### src/rtl/mod_matrix_pkg.sv
`default_nettype none
// ------------------------------------------------------------------
// mod_matrix_pkg : shared widths, frame lengths and scheduler states
// Revision 1.0
// ------------------------------------------------------------------
package mod_matrix_pkg;

  localparam int DEF_VOICES    = 8;
  localparam int DEF_V_OSC     = 4;
  localparam int DEF_O_ENVS    = 2;
  localparam int DEF_V_WIDTH   = 3;
  localparam int DEF_O_WIDTH   = 2;
  localparam int DEF_OE_WIDTH  = 1;
  localparam int DEF_DLY_DEPTH = DEF_V_OSC * DEF_VOICES - 1;

  localparam int FRAME_LEN = DEF_VOICES * DEF_V_OSC * DEF_O_ENVS;
  localparam int DRAIN_LEN = DEF_DLY_DEPTH + 1;

  typedef enum logic [1:0] {
    IDLE  = 2'd0,
    RUN   = 2'd1,
    DRAIN = 2'd2,
    SWAP  = 2'd3
  } sched_state_t;

  function automatic int cnt_width(input int n);
    return (n < 2) ? 1 : $clog2(n);
  endfunction

endpackage
`default_nettype wire

### src/rtl/slot_delay_line.sv
`default_nettype none
// ------------------------------------------------------------------
// slot_delay_line : WIDTH x DEPTH tap shift register, sync reset
// Revision 1.0
// ------------------------------------------------------------------
module slot_delay_line #(
  parameter int WIDTH = 2,
  parameter int DEPTH = 31
) (
  input  logic                        clk,
  input  logic                        reset,
  input  logic [WIDTH-1:0]            din,
  output logic [DEPTH-1:0][WIDTH-1:0] taps
);

  generate
    if (DEPTH > 1) begin : g_chain
      always_ff @(posedge clk) begin
        if (reset) taps <= '0;
        else       taps <= {taps[DEPTH-2:0], din};
      end
    end else begin : g_single
      always_ff @(posedge clk) begin
        if (reset) taps <= '0;
        else       taps <= din;
      end
    end
  endgenerate

endmodule
`default_nettype wire

### src/rtl/mod_matrix_scheduler.sv
`default_nettype none
// ------------------------------------------------------------------
// mod_matrix_scheduler : frame slot sequencer with between-frame bank swap
// Revision 1.0
// ------------------------------------------------------------------
module mod_matrix_scheduler
  import mod_matrix_pkg::*;
#(
  parameter int VOICES    = DEF_VOICES,
  parameter int V_OSC     = DEF_V_OSC,
  parameter int O_ENVS    = DEF_O_ENVS,
  parameter int V_WIDTH   = DEF_V_WIDTH,
  parameter int O_WIDTH   = DEF_O_WIDTH,
  parameter int OE_WIDTH  = DEF_OE_WIDTH,
  parameter int DLY_DEPTH = V_OSC * VOICES - 1
) (
  input  logic                            sCLK_XVXENVS,
  input  logic                            reset,
  input  logic                            run_enable,
  input  logic                            sample_tick,
  input  logic                            mat_upd_req,
  output logic                            mat_upd_ack,
  output logic                            mat_bank_sel,
  output logic                            busy,
  output logic                            frame_done,
  output logic                            overrun,
  output logic [OE_WIDTH-1:0]             e_cnt,
  output logic [O_WIDTH-1:0]              ox,
  output logic [V_WIDTH-1:0]              vx,
  output logic [V_OSC*O_ENVS:0]           sh_osc_reg,
  output logic [V_OSC+2:0]                sh_voice_reg,
  output logic [DLY_DEPTH-1:0][O_WIDTH-1:0] ox_dly,
  output logic [DLY_DEPTH-1:0][V_WIDTH-1:0] vx_dly
);

  localparam int DRAIN_CYC = DLY_DEPTH + 1;
  localparam int DC_W      = cnt_width(DRAIN_CYC);
  localparam int SHO_W     = V_OSC * O_ENVS + 1;
  localparam int SHV_W     = V_OSC + 3;

  localparam logic [OE_WIDTH-1:0] E_LAST = OE_WIDTH'(O_ENVS - 1);
  localparam logic [O_WIDTH-1:0]  O_LAST = O_WIDTH'(V_OSC - 1);
  localparam logic [V_WIDTH-1:0]  V_LAST = V_WIDTH'(VOICES - 1);
  localparam logic [DC_W-1:0]     D_LAST = DC_W'(DRAIN_CYC - 1);

  sched_state_t    state;
  logic [DC_W-1:0] drain_cnt;
  logic            e_wrap;
  logic            o_wrap;
  logic            last_slot;
  logic            osc_strobe;
  logic            voice_strobe;

  // Wraps compare against the parameter, so non-power-of-2 counts work
  assign e_wrap       = (e_cnt == E_LAST);
  assign o_wrap       = (ox == O_LAST);
  assign last_slot    = e_wrap && o_wrap && (vx == V_LAST);
  assign osc_strobe   = (state == RUN) && e_wrap;
  assign voice_strobe = osc_strobe && o_wrap;

  always_ff @(posedge sCLK_XVXENVS) begin
    if (reset) begin
      state        <= IDLE;
      drain_cnt    <= '0;
      e_cnt        <= '0;
      ox           <= '0;
      vx           <= '0;
      busy         <= 1'b0;
      frame_done   <= 1'b0;
      mat_upd_ack  <= 1'b0;
      mat_bank_sel <= 1'b0;
      overrun      <= 1'b0;
      sh_osc_reg   <= '0;
      sh_voice_reg <= '0;
    end else begin
      frame_done   <= 1'b0;
      mat_upd_ack  <= 1'b0;
      sh_osc_reg   <= {sh_osc_reg[SHO_W-2:0], osc_strobe};
      sh_voice_reg <= {sh_voice_reg[SHV_W-2:0], voice_strobe};

      if (sample_tick && (state != IDLE)) overrun <= 1'b1;

      case (state)
        IDLE: begin
          if (sample_tick && run_enable) begin
            state <= RUN;
            busy  <= 1'b1;
          end
        end
        RUN: begin
          if (last_slot) begin
            state     <= DRAIN;
            drain_cnt <= '0;
            e_cnt     <= '0;
            ox        <= '0;
            vx        <= '0;
          end else if (e_wrap) begin
            e_cnt <= '0;
            if (o_wrap) begin
              ox <= '0;
              vx <= vx + V_WIDTH'(1);
            end else begin
              ox <= ox + O_WIDTH'(1);
            end
          end else begin
            e_cnt <= e_cnt + OE_WIDTH'(1);
          end
        end
        DRAIN: begin
          // Drain lets the final slot reach the deepest tap before any swap
          if (drain_cnt == D_LAST) begin
            frame_done <= 1'b1;
            if (mat_upd_req) begin
              state <= SWAP;
            end else begin
              state <= IDLE;
              busy  <= 1'b0;
            end
          end else begin
            drain_cnt <= drain_cnt + DC_W'(1);
          end
        end
        SWAP: begin
          state        <= IDLE;
          busy         <= 1'b0;
          mat_upd_ack  <= 1'b1;
          mat_bank_sel <= ~mat_bank_sel;
        end
        default: begin
          state <= IDLE;
          busy  <= 1'b0;
        end
      endcase
    end
  end

  slot_delay_line #(
    .WIDTH (O_WIDTH),
    .DEPTH (DLY_DEPTH)
  ) u_ox_dly (
    .clk   (sCLK_XVXENVS),
    .reset (reset),
    .din   (ox),
    .taps  (ox_dly)
  );

  slot_delay_line #(
    .WIDTH (V_WIDTH),
    .DEPTH (DLY_DEPTH)
  ) u_vx_dly (
    .clk   (sCLK_XVXENVS),
    .reset (reset),
    .din   (vx),
    .taps  (vx_dly)
  );

endmodule
`default_nettype wire
### config.mk
export PLATFORM = sky130hd
export DESIGN_NAME = mod_matrix_scheduler
export DESIGN_NICKNAME = d
export VERILOG_FILES = /design/src/rtl/mod_matrix_pkg.sv /design/src/rtl/slot_delay_line.sv /design/src/rtl/mod_matrix_scheduler.sv
export SDC_FILE = /design/constraint.sdc
export NUM_CORES = 1
export LEC_CHECK = 0
export CAP_MARGIN = 20
export CORE_UTILIZATION = 40
export DETAILED_ROUTE_END_ITERATION = 7
export PLACE_DENSITY_LB_ADDON = 0.05
export SLEW_MARGIN = 20
export SYNTH_ARGS = -nofsm -noshare
export SYNTH_HDL_FRONTEND = slang
export SYNTH_SLANG_ARGS = --single-unit
### constraint.sdc
create_clock -name sCLK_XVXENVS -period 2.7 [get_ports sCLK_XVXENVS]
set_input_delay 0.675 -clock sCLK_XVXENVS [delete_from_list [all_inputs] [get_ports sCLK_XVXENVS]]
set_output_delay 0.675 -clock sCLK_XVXENVS [all_outputs]
set_load 0.02 [all_outputs]
==> flow_summary.yaml <==
run_status:
  status: "complete, no violations"
timing:
  period_share: 0.826
  rsz0062_at_grt: "false"
  finalSetupViolations: 0
  maxSlewViolCount: 0
  worst_pin_slew_ns: 0.595
  hold_viol: 0
  clock.fmax_ghz: 0.449
  finClkSkew_ns: 0.00591
  period_minus_slack_ns: 2.23
  relSlewSlack: 0.603
  holdWs_ns: 0.443
  fin_setup_tns_ns: 0
  setup_ws_ns: 0.470
global_routing:
  gr-total-overflow: 0
  grt_max_degree: 79
  grt_pass1_vias: 3415
  grt_antenna_before_repair: 0
  grtUsageTotal: 0.159
  grt_pass1_wl_um: 17100
cts:
  cts_resized: 0
  h-tree-depth: 4
  path_clk_slew_ns: 0.06
  cts_buffers: 17
  clock-sinks: 189
  insertion_delay_ns: 0.41
  hold_buffers: 0
  cts-root-buf: "clkbuf_16"
  cts_tree: "built"
  clockBufferDepth: 2
  cts_setup_buffers: 0
floorplanning:
  start_util: 0.409
  pin_count: 187
  core_area_um2: 13200
  die_h_um: 118
  die_area_um2: 14000
  die_x_um: 118
  std_cell_rows: 42
synthesis:
  synth_area_leader_cell: "dfxtp_1"
  synthTopCellsByCount: "dfxtp_1, nor2b_1, clkbuf_1, nor2_1, a21oi_1"
  synth_warnings: 0
  yosysTopAreaCellShare: 0.701
  synth_area_um2: 5400
  async_flop_share: 0
  ys_types: 32
  synth_most_common_cell: "dfxtp_1"
  synth.top_cells.by_area: "dfxtp_1, nor2b_1, clkbuf_1"
  syn_area_per_cell_um2: 12.0
  syn-num-nets: 461
  synth_seq_cells: 189
  synthCells: 451
  synth_edf_count: 0
  yosysSeqAreaShare: 0.701
  synthFlopType: "dfxtp_1"
drt:
  routed_wl_um: 10600
  dr_total_vias: 3526
  final_antenna_net_count: 0
  drt_iter0_markers: 138
  avgRoutedWirePerCell_um: 12.9
  routed_via_density: 4.27
  first_pass_iters: 4
  drc_errors: 0
cells_and_area:
  drive_above_1_share: 0.0600
  nets: 647
  num_antenna_cells: 0
  area_delta_synth_final_pct: 48.7
  largest_reg_flops: 93
setup_path:
  end_kind: "primary output"
  cp.arrival_ns: 1.55
  reg2reg_depth: 7
  crit_chain: "clkdlybuf4s50_1"
  crit_required_ns: 2.03
  crit_type: "flip-flop to primary output"
  crit_buf_inv: 1
  cp_max_fo: 7
  startpoint_type: "flip-flop"
  cp_num_cells: 1
  cpMaxStageDelayCell: "clkdlybuf4s50_1"
  cp_top_family: "buffers and inverters"
  cp_slowest_stage_delay_ns: 0.66
power:
  leakage_nw: 3.07
  power_w: 0.00539
  ir_worst_vdd_mv: 0.397
  powerDensity_nw_per_um2: 672
placement:
  gp_congestion: 0.727
  dpl.hpwl_um: 7270
  dp_slack_ns: 0.898
  io_buffers: 186
flow_run:
  drv_cap: 0
hold_path:
  hold_class: "flip-flop to flip-flop"
  hold_depth: 2
[where the power goes]
group	switching (W)	leakage [nW]	internal (W)
Clock	0.00101	0.301	0.00150
Sequential	0.00000912	1.52	0.00279
Combinational	0.0000559	1.25	0.0000258
Total	0.00107	3.07	0.00432
[worst paths after layout]
path / start / end / slack [ns]
worst min-delay path: overrun / overrun / 0.44
worst max register to register: drain_cnt[0] / drain_cnt[4] / 0.87
worst min register to register: overrun / overrun / 0.44
worst max-delay path: e_cnt / e_cnt / 0.47
[final cells by class]
class / instances / area (um^2)
clock buffers: 21 / 460
clock inverters: 11 / 141
repair buffers: 190 / 1910
well taps: 176 / 220
multi-input cells: 237 / 1510
flip-flops and latches: 189 / 3780
fillers: 1123 / 5160
inverters: 2 / 7.51
[logic make-up (layout without fill, tap and decap cells)]
kind of cell / count (synthesis) / in the layout / share of synthesized area
fa+ha+maj: 5 / 5 / 0.0116
flops: 189 / 189 / 0.701
mux: 2 / 2 / 0.00371
xor+xnor: 2 / 2 / 0.00325
compound gates: 18 / 18 / 0.0199
simple gates: 210 / 210 / 0.241
buf+inv: 25 / 224 / 0.0195
[cell usage in the layout (no fill, tap or decap), types with 3 or more instances in the layout]
cell type,n
clkinv_2,5
clkdlybuf4s50_1,185
a21oi_1,11
dfxtp_1,189
nand3b_1,4
nand2_1,8
bufinv_16,3
clkbuf_16,17
clkinv_4,3
nor2b_1,171
ha_1,5
nand3_1,4
nor2_1,13
buf_4,3
[metal layers]
layer  track usage  wire [um]
met1         0.184       4690
met2         0.251       4890
met3        0.0782        932
met4        0.0601        121
met5             0          0
[per-stage QoR]
step / cells / cell area, um^2 / utilization
final: 826 / 8030 / 0.609
after global routing: 826 / 8030 / 0.609
after CTS: 826 / 8030 / 0.609
after detailed placement: 794 / 7430 / 0.563
after global placement: 794 / 7430 / 0.563
after floorplan: 451 / 5400 / -
Power figures use the tool's default switching activity.
